## config.mk

```make
export PLATFORM = sky130hd
export DESIGN_NAME = ddr2_pipe_out_unpacker
export DESIGN_NICKNAME = d
export VERILOG_FILES = /design/src/rtl/ddr2_pipe_out_unpacker.sv
export SDC_FILE = /design/constraint.sdc
export NUM_CORES = 1
export LEC_CHECK = 0
export BUFFER_PORTS_ARGS = -buffer_cell sky130_fd_sc_hd__clkbuf_2
export CORE_MARGIN = 3
export CORE_UTILIZATION = 41
export CTS_CLUSTER_SIZE = 8
export DETAILED_ROUTE_END_ITERATION = 7
export PLACE_DENSITY = 0.59
export SLEW_MARGIN = 15
export SYNTH_ARGS = -nofsm -noshare
export SYNTH_HDL_FRONTEND = slang
export SYNTH_SLANG_ARGS = --single-unit
```

## constraint.sdc

```tcl
create_clock -name clk -period 3.8 [get_ports clk]
set_input_delay 0.57 -clock clk [delete_from_list [all_inputs] [get_ports clk]]
set_output_delay 0.57 -clock clk [all_outputs]
set_load 0.02 [all_outputs]
```

## src/rtl/ddr2_pipe_out_unpacker.sv

```systemverilog
// Drains 32-bit DDR output-FIFO words and presents them to the host pipe as 16-bit half-words.
// Latency: ob_re, then ob_valid, then pipe_data valid on the third cycle from an empty buffer.
// Backpressure: a read issues only while fewer than two words are held or in flight, or one retires.
module ddr2_pipe_out_unpacker #(
    parameter int BLOCK_WORDS16 = 512,
    parameter bit LOW_FIRST     = 1'b1
) (
    input  logic        clk,
    input  logic        reset_n,
    input  logic        enable,
    input  logic        flush,
    output logic        ob_re,
    input  logic [31:0] ob_data,
    input  logic        ob_valid,
    input  logic        ob_empty,
    input  logic [10:0] ob_count,
    input  logic        pipe_read,
    output logic [15:0] pipe_data,
    output logic        pipe_ready,
    output logic        underrun,
    output logic [31:0] words_sent
);

    logic [31:0] hold;
    logic [31:0] pf;
    logic        hold_full;
    logic        pf_full;
    logic        inflight;
    logic        half;

    logic [1:0]  occ;
    logic        consume;
    logic        retire;
    logic        issue;
    logic        ret;
    logic        load_hold;
    logic [12:0] hold_avail;
    logic [12:0] avail;

    assign occ       = 2'(hold_full) + 2'(pf_full) + 2'(inflight);
    assign consume   = pipe_read && hold_full && !flush;
    assign retire    = consume && half;
    assign issue     = enable && !ob_empty && !flush &&
                       ((occ < 2'd2) || ((occ == 2'd2) && retire));
    // Gated with reset so the strobe drops the moment reset asserts.
    assign ob_re     = issue && reset_n;
    assign ret       = ob_valid && inflight && !flush;
    assign load_hold = (!hold_full || retire) && !pf_full;

    // Half-words still deliverable: FIFO + prefetch + in-flight + what remains of hold.
    assign hold_avail = hold_full ? (half ? 13'd1 : 13'd2) : 13'd0;
    assign avail      = {1'b0, ob_count, 1'b0} + {11'd0, pf_full, 1'b0} +
                        {11'd0, inflight, 1'b0} + hold_avail;

    always_comb begin
        pipe_data = 16'h0000;
        if (hold_full) begin
            pipe_data = (half == LOW_FIRST) ? hold[31:16] : hold[15:0];
        end
    end

    always_ff @(posedge clk or negedge reset_n) begin
        if (!reset_n) begin
            hold       <= 32'h0;
            pf         <= 32'h0;
            hold_full  <= 1'b0;
            pf_full    <= 1'b0;
            inflight   <= 1'b0;
            half       <= 1'b0;
            words_sent <= 32'h0;
            underrun   <= 1'b0;
        end else if (flush) begin
            hold_full  <= 1'b0;
            pf_full    <= 1'b0;
            inflight   <= 1'b0;
            half       <= 1'b0;
            words_sent <= 32'h0;
            underrun   <= 1'b0;
        end else begin
            inflight <= issue || (inflight && !ob_valid);

            if (ret && load_hold) begin
                hold      <= ob_data;
                hold_full <= 1'b1;
            end else if (retire) begin
                hold      <= pf;
                hold_full <= pf_full;
            end

            if (ret && !load_hold) begin
                pf      <= ob_data;
                pf_full <= 1'b1;
            end else if (retire) begin
                pf_full <= 1'b0;
            end

            if (consume) begin
                half       <= !half;
                words_sent <= words_sent + 32'd1;
            end

            if (!enable) begin
                underrun <= 1'b0;
            end else if (pipe_read && !hold_full) begin
                underrun <= 1'b1;
            end
        end
    end

    always_ff @(posedge clk or negedge reset_n) begin
        if (!reset_n) begin
            pipe_ready <= 1'b0;
        end else begin
            pipe_ready <= (avail >= 13'(BLOCK_WORDS16));
        end
    end

endmodule

```

==> results by group <==
Setup path
  – Worst Path Arrival: 2530 ps
  – CP Max Fanout: 12
  – Slowest library cell on the worst path: dfrtp_1
  – Largest stage delay on the critical path: between 600 and 700 ps
  – Setup CP Type: flip-flop to primary output
  – CP Capture Type: primary output
  – Setup crit start kind: flip-flop
  – CP delay by family, top: flip-flops
  – Critical Path, Cell by Cell: clkinv_1 > fa_1 > inv_1 > o21ba_2 > nor3_1 > and2_1 > clkbuf_2
  – Worst path buffer plus inverter count: 3
  – Worst EP required: 3230 ps

Power and ir drop
  – NetSw: 591 µW
  – P per Cell Area: between 400 and 500 nW/µm²
  – Leakage: around 3.0 nW
  – Peak supply drop: 0.245 mV
  – Reg power frac: around half
  – Clock power frac: about two fifths
  – Gate power share: around 10%
  – Switching Share: 23.5%
  – Pint: roughly 1.9 mW

Clocking
  – Post-CTS Setup Repair Bufs: 0
  – Post-CTS resize count: 0
  – H-tree Lvls: 3
  – Clock transition at path regs: roughly 70 ps
  – Sink Count: around 100
  – Num CTS Buffers: 9
  – Hold Buf Count CTS: 0
  – Latest clock arrival within the worst-skew pair: roughly 340 ps
  – Clk root buf: clkbuf_16
  – Clk buf depth: 2
  – CTS tree: built

GRT
  – Total Routing Usage GR: about 17%
  – First-pass GRT wire length: 18800 µm
  – Largest net degree at the start of global routing: 65
  – GR Overflow Total: 0
  – Vias in the first global route: between 3000 and 4000
  – Initial antenna violation count: 0

Detailed routing
  – Via density: roughly 5.2
  – DR WL/cell: ~15 µm
  – Total wire length: ~11000 µm
  – Routed Antenna Nets: 0
  – DR pass1 iterations: 4
  – Via count: around 3800
  – DR iter-0 viols: 157
  – Number of remaining DRC errors: 0

Timing
  – Crit share post-route: 81.5%
  – RSZ-0062 raised after global routing: no
  – Final TNS setup: 0 ps
  – Hold Violations, Final: 0
  – Fmax: 323 MHz
  – Final setup fails: 0
  – Fin. max-slew vios: 0
  – Worst Tran Pin Value: approximately 760 ps
  – Clock skew: between 4 and 5 ps
  – Setup WS post-layout: between 700 and 800 ps
  – Final min period: between 3000 and 4000 ps
  – Relative slew slack: 49.0%

Synth
  – Yosys reg bits: around 100
  – Async set-or-reset flop fraction in the synthesized netlist: 100%
  – Post-synth EDFFs: 0
  – Yosys cell types: 47
  – Post-synth top flop: dfrtp_1
  – Mapped Area: between 5000 and 6000 µm²
  – Mapped Nets: between 500 and 600
  – Seq/Total Area, Yosys: between 50% and 60%
  – Cells after synthesis: around 470
  – Synth warnings: 0
  – Syn_area_per_cell: roughly 11 µm²

Cells and area
  – Most common cell after layout, fill and taps aside: dfrtp_1
  – Nets: between 600 and 700
  – N_diodes: 0
  – Layout cell share with drive strength beyond 1: 30.8%
  – Synthesis-to-layout area growth: 18.7%
  – Commonest cells after routing, fill and taps aside: dfrtp_1, clkbuf_2, mux2i_1, nand2_1, nor2_1
  – Fill count: ~1100

Floorplanning
  – Initial Util: 43.1%
  – Die height: between 100 and 150 µm
  – # IOs: approximately 100
  – Die X: between 100 and 150 µm
  – Rows: 39
  – Die ar.: between 10000 and 15000 µm²
  – Core area: between 10000 and 15000 µm²

Placed design
  – Port bufs: 100
  – DP HPWL: between 7000 and 8000 µm
  – Worst slack at placement: approximately 1100 ps
  – Gpl congestion: 0.761

Worst hold path
  – Worst Hold Class: input pin to asynchronous set/reset pin

Run status
  – Outcome: finished clean

Run
  – Max cap viols: 0
-- per-stage QoR --
stage	util (%)	area, µm²	hold WS [ps]	cells	power (mW)
floorplan	-	5070	274	465	1.44
global placement	48.4	5690	468	710	1.54
detailed placement	48.4	5690	493	710	1.55
CTS	51.1	6010	234	726	2.56
global route	51.1	6010	253	726	2.65
finish	51.1	6010	217	726	2.52
-- power groups by stage --
stage / Sequential, mW / Combinational [mW] / Clock (mW)
final: 1.27 / 0.258 / 0.994
after global routing: 1.28 / 0.303 / 1.07
after CTS: 1.27 / 0.265 / 1.02
after detailed placement: 1.29 / 0.265 / 0
after global placement: 1.28 / 0.255 / 0
after floorplan: 1.27 / 0.170 / 0
-- layout make-up --
cell class                 count  area (µm²)  area share [%]
sequential                   102        2550            42.4
multi-input combinational    326        2330            38.8
timing repair buffer         107         556            9.24
clock buffer                  12         246            4.10
tap                          164         205            3.41
clock inverter                 4        77.6            1.29
inverter                      11        41.3           0.687
-- final timing paths --
kind	from	slack, ps	cells past startpoint	endpoint
max	hold_full	700	7	ob_re
min	reset_n	220	1	pipe_ready
max reg2reg	words_sent[11]	1460	4	words_sent[31]
min reg2reg	pf[30]	510	1	pf[30]
max in group asynchronous	reset_n	2410	2	words_sent[12]
min in group clk	ob_count[9]	420	3	pipe_ready
-- synthesized netlist by cell type (all sizes together) (2+ instances only) --
cell type	instances	area share, %
nand3	11	1.1
and2	3	0.37
nand4	8	1.6
o41ai	6	1.0
fa	2	0.79
nor4	4	0.49
a21oi	11	1.1
or2	5	0.62
o311ai	6	1.0
xor2	10	1.7
mux2	40	8.9
nand2b	3	0.37
and3	5	0.64
nand4b	2	0.47
or4	2	0.30
mux2i	48	9.5
nor3	5	0.72
dfrtp	102	50
buf	17	2.2
inv	10	0.74
nor2b	6	0.74
or3	6	0.74
nand2	45	3.3
and4	5	0.86
nor2	42	3.1
clkbuf	9	0.67
o21ai	39	3.9
ha	3	0.74
-- layer usage --
| layer | part of all wire (%) | routed length (µm) | track usage, % |
|---|---|---|---|
| met1 | 42 | 4620 | 21.1 |
| met2 | 52 | 5720 | 30.7 |
| met3 | 4.1 | 447 | 4.06 |
| met4 | 1.0 | 110 | 4.36 |
| met5 | 0 | 0 | 0 |
-- cells by family after synthesis --
| kind of cell | synth area share (%) |
|---|---|
| compound gates | 8.52 |
| xor+xnor | 1.90 |
| fa+ha+maj | 1.53 |
| buf+inv | 3.70 |
| flops | 50.4 |
| mux | 18.4 |
| simple gates | 15.6 |
-- registers in the layout, summed over array words and instances, names as in the netlist --
register / cells
pf_full: 1
underrun: 1
hold_full: 1
hold: 32
inflight: 1
words_sent: 32
pipe_ready: 1
pf: 32
half: 1
-- worst register-to-register path, stage by stage, from the launching register on --
cell     delay (ps)
dfrtp_1         440
and4_1          250
nand4_1         610
nor4_1          540
mux2_2          370
No activity file was read; power rests on OpenSTA's default activity.
